**src/rtl/sd_card_cmd_responder.sv**
```systemverilog
// sd_card_cmd_responder
// SPI-mode SD card command front end: deserialises 48-bit command frames
// from the host, answers with an R1 byte after an NCR gap, and appends the
// OCR word for CMD58. Tracks the card idle state and the ACMD (CMD55) prefix.
//
// Optional feature: define SD_RESP_CRC_CHECK_EN to verify the CRC7 field of
// each frame. Without the macro the CRC field is ignored and no CRC logic
// is built.
module sd_card_cmd_responder #(
   parameter int unsigned NCR_BYTES = 1,
   parameter logic [31:0] OCR       = 32'h40FF8000
) (
   input  logic        i_clk,
   input  logic        i_rst_n,
   input  logic        i_cs_n,
   input  logic        i_cmd_in,
   output logic        o_sd_response,
   output logic        o_sd_response_en,
   output logic        o_cmd_valid,
   output logic [5:0]  o_cmd_index,
   output logic [31:0] o_cmd_arg,
   output logic        o_idle
);

   typedef enum logic [2:0] {
      S_IDLE,
      S_RECV,
      S_DECODE,
      S_NCR,
      S_SEND_R1,
      S_SEND_OCR
   } state_t;

   // Terminal counts for the shared bit counter in each phase.
   localparam logic [5:0] RECV_LAST = 6'd46;                  // 47 bits after the start bit
   localparam logic [5:0] NCR_LAST  = 6'(NCR_BYTES * 8 - 1);  // all-ones gap before R1
   localparam logic [5:0] R1_LAST   = 6'd7;
   localparam logic [5:0] OCR_LAST  = 6'd31;

   state_t      state_reg, state_next;
   logic [5:0]  cnt_reg, cnt_next;
   logic [45:0] frame_reg, frame_next;    // received bits after the transmission bit
   logic [46:0] frame_shift;              // frame_reg with the current line bit appended
   logic [39:0] resp_reg, resp_next;      // {R1, OCR} shifted out MSB first
   logic        is_ocr_reg, is_ocr_next;
   logic        valid_reg, valid_next;
   logic [5:0]  index_reg, index_next;
   logic [31:0] arg_reg, arg_next;
   logic        idle_reg, idle_next;
   logic        app_reg, app_next;

   logic        crc_err;
   logic        illegal;
   logic        param_err;
   logic [7:0]  r1_byte;
   logic [31:0] ocr_word;

`ifdef SD_RESP_CRC_CHECK_EN
   // Serial CRC7 (x^7 + x^3 + 1, zero initial value) over the first 40 frame bits.
   function automatic logic [6:0] crc7_calc(input logic [39:0] data);
      logic [6:0] crc;
      logic       fb;
      crc = 7'd0;
      for (int i = 39; i >= 0; i--) begin
         fb  = data[i] ^ crc[6];
         crc = {crc[5:0], 1'b0};
         if (fb) begin
            crc = crc ^ 7'h09;
         end
      end
      return crc;
   endfunction

   // In S_DECODE the captured index/arg and the received CRC field are all stable.
   assign crc_err = (crc7_calc({2'b01, index_reg, arg_reg}) != frame_reg[7:1]);
`else
   assign crc_err = 1'b0;
`endif

   assign o_cmd_valid = valid_reg;
   assign o_cmd_index = index_reg;
   assign o_cmd_arg   = arg_reg;
   assign o_idle      = idle_reg;

   // Register bank: FSM state, bit counter, frame/response shifters and card flags.
   always_ff @(posedge i_clk) begin
      if (!i_rst_n) begin
         state_reg  <= S_IDLE;
         cnt_reg    <= 6'd0;
         frame_reg  <= '0;
         resp_reg   <= '0;
         is_ocr_reg <= 1'b0;
         valid_reg  <= 1'b0;
         index_reg  <= 6'd0;
         arg_reg    <= 32'd0;
         idle_reg   <= 1'b1;
         app_reg    <= 1'b0;
      end else begin
         state_reg  <= state_next;
         cnt_reg    <= cnt_next;
         frame_reg  <= frame_next;
         resp_reg   <= resp_next;
         is_ocr_reg <= is_ocr_next;
         valid_reg  <= valid_next;
         index_reg  <= index_next;
         arg_reg    <= arg_next;
         idle_reg   <= idle_next;
         app_reg    <= app_next;
      end
   end

   // Next-state logic, command decode and serial response line drive.
   always_comb begin
      state_next       = state_reg;
      cnt_next         = cnt_reg;
      frame_next       = frame_reg;
      resp_next        = resp_reg;
      is_ocr_next      = is_ocr_reg;
      valid_next       = 1'b0;
      index_next       = index_reg;
      arg_next         = arg_reg;
      idle_next        = idle_reg;
      app_next         = app_reg;
      frame_shift      = {frame_reg, i_cmd_in};
      illegal          = 1'b0;
      param_err        = 1'b0;
      r1_byte          = 8'h00;
      ocr_word         = {~idle_reg, OCR[30:0]};
      o_sd_response_en = 1'b0;
      o_sd_response    = 1'b1;

      case (state_reg)
         S_IDLE: begin
            // A low bit while selected is the start bit of a frame.
            if (!i_cmd_in) begin
               state_next = S_RECV;
               cnt_next   = 6'd0;
            end
         end

         S_RECV: begin
            frame_next = frame_shift[45:0];
            cnt_next   = cnt_reg + 6'd1;
            if (cnt_reg == RECV_LAST) begin
               cnt_next = 6'd0;
               // frame_shift[46] is the transmission bit, [0] the stop bit.
               if (frame_shift[46] && frame_shift[0]) begin
                  state_next = S_DECODE;
                  valid_next = 1'b1;
                  index_next = frame_shift[45:40];
                  arg_next   = frame_shift[39:8];
               end else begin
                  state_next = S_IDLE;
               end
            end
         end

         S_DECODE: begin
            // Any decoded frame consumes a pending CMD55 prefix.
            app_next = 1'b0;
            if (!crc_err) begin
               case (index_reg)
                  6'd0:  idle_next = 1'b1;
                  6'd16: param_err = (arg_reg != 32'd512);
                  6'd17, 6'd24, 6'd58: begin
                  end
                  6'd55: app_next = 1'b1;
                  6'd41: begin
                     if (app_reg) begin
                        idle_next = 1'b0;
                     end else begin
                        illegal = 1'b1;
                     end
                  end
                  default: illegal = 1'b1;
               endcase
            end
            // R1 reports the idle flag as it stands after this command.
            r1_byte     = {1'b0, param_err, 2'b00, crc_err, illegal, 1'b0, idle_next};
            is_ocr_next = (index_reg == 6'd58) && !crc_err;
            resp_next   = {r1_byte, ocr_word};
            cnt_next    = 6'd0;
            state_next  = S_NCR;
         end

         S_NCR: begin
            o_sd_response_en = 1'b1;
            o_sd_response    = 1'b1;
            cnt_next         = cnt_reg + 6'd1;
            if (cnt_reg == NCR_LAST) begin
               cnt_next   = 6'd0;
               state_next = S_SEND_R1;
            end
         end

         S_SEND_R1: begin
            o_sd_response_en = 1'b1;
            o_sd_response    = resp_reg[39];
            resp_next        = {resp_reg[38:0], 1'b0};
            cnt_next         = cnt_reg + 6'd1;
            if (cnt_reg == R1_LAST) begin
               cnt_next   = 6'd0;
               state_next = is_ocr_reg ? S_SEND_OCR : S_IDLE;
            end
         end

         S_SEND_OCR: begin
            o_sd_response_en = 1'b1;
            o_sd_response    = resp_reg[39];
            resp_next        = {resp_reg[38:0], 1'b0};
            cnt_next         = cnt_reg + 6'd1;
            if (cnt_reg == OCR_LAST) begin
               cnt_next   = 6'd0;
               state_next = S_IDLE;
            end
         end

         default: begin
            state_next = S_IDLE;
            cnt_next   = 6'd0;
         end
      endcase

      // Deselect aborts whatever is in flight but leaves the card flags untouched.
      if (i_cs_n) begin
         state_next = S_IDLE;
         cnt_next   = 6'd0;
         valid_next = 1'b0;
         index_next = index_reg;
         arg_next   = arg_reg;
         idle_next  = idle_reg;
         app_next   = app_reg;
      end
   end

endmodule
```
**config.mk**
```make
export PLATFORM = sky130hd
export DESIGN_NAME = sd_card_cmd_responder
export DESIGN_NICKNAME = d
export VERILOG_FILES = /design/src/rtl/sd_card_cmd_responder.sv
export SDC_FILE = /design/constraint.sdc
export NUM_CORES = 1
export LEC_CHECK = 0
export CORE_MARGIN = 5
export CORE_UTILIZATION = 45
export DETAILED_ROUTE_END_ITERATION = 7
export PLACE_DENSITY = 0.65
export SLEW_MARGIN = 20
export SYNTH_ARGS = -nofsm -noshare
export SYNTH_HDL_FRONTEND = slang
export SYNTH_SLANG_ARGS = --single-unit
```
**constraint.sdc**
```tcl
create_clock -name i_clk -period 3.9 [get_ports i_clk]
set_input_delay 0.39 -clock i_clk [delete_from_list [all_inputs] [get_ports i_clk]]
set_output_delay 0.39 -clock i_clk [all_outputs]
set_load 0.005 [all_outputs]
```
# --- After elaboration in Yosys (flattened, before gate mapping) ---
# Index checks and enable logic that the tools add are counted.
word_totals:
  regBits: 137
  output_inout_bits: 42
  elab_cells: 72
classes:
  n_addsub: 1
  bitwise_logic: 5
  n_reduce_logical: 13
  muxes: 23
  n_eq_ne: 20
op_table:
  columns: ["cell", "n"]
  rows:
  - ["$pmux W40 S2", 1]
  - ["$ne A32 B10 Y1 const B", 1]
  - ["$eq A6 B5 Y1 const B", 4]
  - ["$eq A6 B6 Y1 const B", 4]
  - ["$mux W6", 4]
  - ["$pmux W6 S4", 1]
  - ["$mux W3", 6]
  - ["$pmux W3 S6", 1]
  - ["$ne A2 B2 Y1 const B", 5]
  - ["$mux W1", 7]
  - ["$add A6 B1 Y6 const B", 1]
  - ["$eq A3 B2 Y1 const B", 2]
  - ["$eq A3 B3 Y1 const B", 2]
  - ["$eq A6 B3 Y1 const B", 1]
  - ["$logic_not A6 Y1", 1]
  - ["$reduce_or A2 Y1", 3]
  - ["$reduce_or A6 Y1", 1]
  - ["$not A1 Y1", 5]
  - ["$reduce_and A5 Y1", 1]
  - ["$pmux W1 S2", 2]
  - ["$reduce_and A4 Y1", 1]
  - ["$reduce_or A4 Y1", 1]
  - ["$eq A3 B1 Y1 const B", 1]
  - ["$logic_not A3 Y1", 1]
  - ["5 further kinds", 5]

# --- Logic depth before layout (Yosys ltp) ---
logic_depth:
  word_depth: 4
  mapped_depth: 8
  mapped_depth_nobuf: 6

# --- Least setup slack after synthesis ---
# No wires, ideal clock.
synth_timing:
  kind: "flip-flop to flip-flop"
  startpoint: "register cnt_reg[0]"
  endpoint: "register state_reg[0]"
  period_less_slack_ns: 1.817
  path_buffers: 0
  path_slack_ns: 2.083
  path_stages_with_launch: 7
  arrival_time_ns: 1.747
  cell_sequence: "dfxtp_1 ha_1 and3b_1 o21ai_0 a221o_1 or3_1 a21oi_1"
synth_between:
  elab_chain_len: 3
  elab_cells_between_ends: 8
  cone_classes: "7 x eq/ne; 1 x reduce/logical"
synth_lines:
  columns: ["item", "line", "source"]
  rows:
  - ["from (decl)", "41", "logic [5:0] cnt_reg, cnt_next;"]
  - ["from (signal assigned)", "100", "cnt_reg <= cnt_next;"]
  - ["$eq A6 B5 Y1 (tied with other cells)", "212", "if (cnt_reg == OCR_LAST) begin"]
  - ["$ne A2 B2 Y1 (no source line)", null, null]
  - ["$reduce_and A5 Y1 (no source line) *", null, null]
  - ["to (signal assigned)", "99", "state_reg <= state_next;"]
  - ["to (decl)", "40", "state_t state_reg, state_next;"]
# Every way passes the cells marked *; elsewhere a longest branch is shown, timed or not.
# A chain may end at the register's enable or synchronous reset.

# --- Worst setup path after layout ---
layout_timing:
  startpoint: "register state_reg[1]"
  endpoint: "output o_sd_response_en"
layout_between:
  elab_chain_len: 3
  elab_cells_between_ends: 5
  cone_classes: "3 x eq/ne; 1 x mux; 1 x reduce/logical"
layout_lines:
  columns: ["item", "line", "source"]
  rows:
  - ["$eq A3 B3 Y1 or $eq A3 B2 Y1 (tied branches)", "132", "case (state_reg)"]
  - ["$reduce_or A3 Y1 (no source line) *", null, null]
  - ["$mux W1 *", "132", null]
  - ["to (decl)", "18", "output logic o_sd_response_en,"]
# Marks and branches as above.

==> impl_metrics.py <==
metrics = {
    "status": {
        "status": "completed",
    },
    "global_route": {
        "gr-total-overflow": 0,
        "grt_pass1_vias": 3865,
        "grt.total_usage_pct": 17.7,
        "grt_pass1_wl_um": 18600,
        "grt_antenna_before_repair": 0,
        "grt_max_degree": 71,
    },
    "final_layout": {
        "multi_input_area_sq_mm": 0.00208,
        "nets": 642,
        "drive_above_1_share_pct": 6.63,
        "largest_register_ff_count": 46,
        "syn2layout_area_growth_pct": 21.7,
        "final_area_sq_mm": 0.00574,
        "antenna_cells": 0,
        "fillers": 1019,
        "ff_latch_area_sq_mm": 0.00244,
    },
    "worst_setup_path": {
        "path_cells": "inv_1 -> nand2_1 -> nand2_1 -> clkdlybuf4s50_1",
        "end_kind": "output port",
        "crit_path_start_kind": "register",
        "path_class": "register to output port",
        "crit_path_start": "state_reg[1]",
        "cp.required_ps": 3510,
        "cp.arrival_ps": 2400,
        "cpPeakStageDelay_ps": 630,
        "r2r_setup_slack_ps": 1620,
        "rr_worst_depth": 6,
        "crit_end": "o_sd_response_en",
        "cp_max_fo": 27,
        "slowest_stage": "nand2_1",
        "timing.rr.start": "state_reg[0]",
        "path_common_cell": "nand2_1",
        "r2r-end": "o_cmd_arg[4]",
    },
    "job": {
        "max_cap_viol_count": 0,
    },
    "yosys": {
        "yosys.area.top_type": "dfxtp_1",
        "synth.top_cell.area_share_pct": 51.8,
        "ys_async_sr_fraction_pct": 0,
        "syn-num-nets": 614,
        "synthesis.area_sq_mm": 0.00472,
        "yosys_warnings": 0,
        "synth_most_common_cell": "nand2_1",
        "synth_edf_count": 0,
        "yosysSeqAreaShare_pct": 51.8,
        "syn_area_per_cell_sq_um": 7.76,
        "synth.distinct_cells": 40,
        "synthFlopType": "dfxtp_1",
        "synth_area_leaders": "dfxtp_1, nand2_1, a21oi_1",
        "syn_inst": 608,
        "ys_top_cells_by_count": "nand2_1, dfxtp_1, a21oi_1",
        "synth.ff_latch_count": 122,
    },
    "routing": {
        "wl_met1_um": 5130,
        "wl_um": 10600,
        "dr_wl_met2_um": 4800,
        "ant_nets": 0,
        "routed.top_layer": "met4",
        "wl_met3_um": 539,
        "drt_first_pass_iters": 6,
        "drc_errors": 0,
        "via_per_inst": 5.29,
        "first_iter_violations": 321,
        "vias": 4150,
        "drt-wirelength-per-cell_um": 13.5,
    },
    "placed_design": {
        "postPlaceCellArea_sq_mm": 0.00522,
        "place.gp.congestion": 0.851,
        "hpwl_um": 6520,
        "portBuffers": 45,
    },
    "timing": {
        "slew_headroom_pct": 46.2,
        "finalSetupTns_ps": 0,
        "finalMaxSlewViolations": 0,
        "worst-slew-pin-transition_ps": 805,
        "skew_ps": 9.30,
        "final-hold-violation-count": 0,
        "setup_viol": 0,
        "timing.final.crit_share_pct": 71.5,
        "rsz0062_at_grt": "false",
        "fmax_ghz": 0.359,
        "timing.final.crit_period_ps": 2790,
    },
    "floorplanning": {
        "pin_count": 46,
        "start_util_pct": 45.9,
        "num_rows": 37,
        "fp.dieArea_sq_mm": 0.0126,
        "core_sq_mm": 0.0103,
        "die_h_um": 112,
        "die_w_um": 112,
    },
    "clock_network": {
        "insertion_delay_ps": 520,
        "cts_tree": "done",
        "clock-sinks": 122,
        "ctsHoldBuffers": 0,
        "root_buffer": "clkbuf_8",
        "h-tree-depth": 4,
        "cts.repair.resized": 0,
        "post_cts_buffers": 0,
        "clockBufferDepth": 2,
        "cts_buffers": 17,
        "path_clk_slew_ps": 60,
    },
    "power": {
        "ir_drop_mv": 0.295,
        "p_per_area_mw_per_mm2": 467,
        "cellLeakagePower_nw": 1.90,
    },
    "hold_path": {
        "hold_class": "register to register",
        "whs_path_depth": 2,
    },
}
==> metrics by stage <==
step	hold slack [ps]	utilization (%)	worst slack [ps]	total power, mW	cells
after CTS	450	55.9	1090	2.71	785
final	444	55.9	1110	2.68	785
after global placement	436	50.8	1670	1.33	753
after global routing	464	55.9	935	2.78	785
after detailed placement	444	50.8	1610	1.33	753
after floorplan	432	-	2080	1.32	608
==> cells by family (layout without fill, tap and decap cells) <==
kind of cell	count (synthesis)	count (layout)	share of synthesized area, %
simple gates	297	297	27.6
compound gates	140	140	15.6
flops	122	122	51.8
buf+inv	46	87	4.30
fa+ha+maj	2	2	0.530
xor+xnor	1	1	0.186
==> layer usage <==
metal  up-vias  GRT usage (%)
met4         0           5.29
met3        10           5.50
met1      1931           24.3
met2        97           26.9
met5         -              0
li1       2112              -
==> power breakdown <==
group	internal, mW	leakage [nW]	switching [mW]	total, mW
combinational	0.0128	0.667	0.0421	0.0550
sequential	1.25	0.982	0.00199	1.25
clock	0.798	0.251	0.580	1.38
==> cells in the final DEF (no fill, tap or decap), types with 3 or more instances in the layout <==
cell / n
nor2b_1: 3
buf_4: 5
a21oi_1: 108
nand2b_1: 5
clkbuf_16: 16
clkdlybuf4s50_1: 45
dfxtp_1: 122
nand3b_1: 3
inv_1: 3
nor2_1: 22
nand4_1: 5
nand2_1: 200
o21ai_0: 17
inv_6: 3
nand3_1: 18
a31oi_1: 6
nor3_1: 16
clkinv_2: 4
or3_1: 3
clkinvlp_4: 4
nor4_1: 7
==> critical path: cells and delay by family (launching register included) <==
kind                   cells  cell delay, ps
and+or+nand+nor            2             730
buffers and inverters      2             620
DFF                        1             520
==> layout make-up <==
type	count	area share (%)
tap	136	2.96
clock buffer	19	7.52
multi-input combinational	440	36.3
sequential	122	42.5
clock inverter	13	1.63
timing repair buffer	51	8.85
inverter	4	0.261
==> worst min-delay path by stage <==
stage	startpoint	end	slack (ps)
2_1_floorplan	frame_reg[0]	frame_reg[1]	430
3_3_place_gp	resp_reg[27]	resp_reg[28]	440
3_5_place_dp	frame_reg[1]	frame_reg[2]	440
4_1_cts	frame_reg[1]	frame_reg[2]	450
5_1_grt	frame_reg[1]	frame_reg[2]	460
6_report	frame_reg[1]	frame_reg[2]	440
No activity file was read; power rests on OpenSTA's default activity.
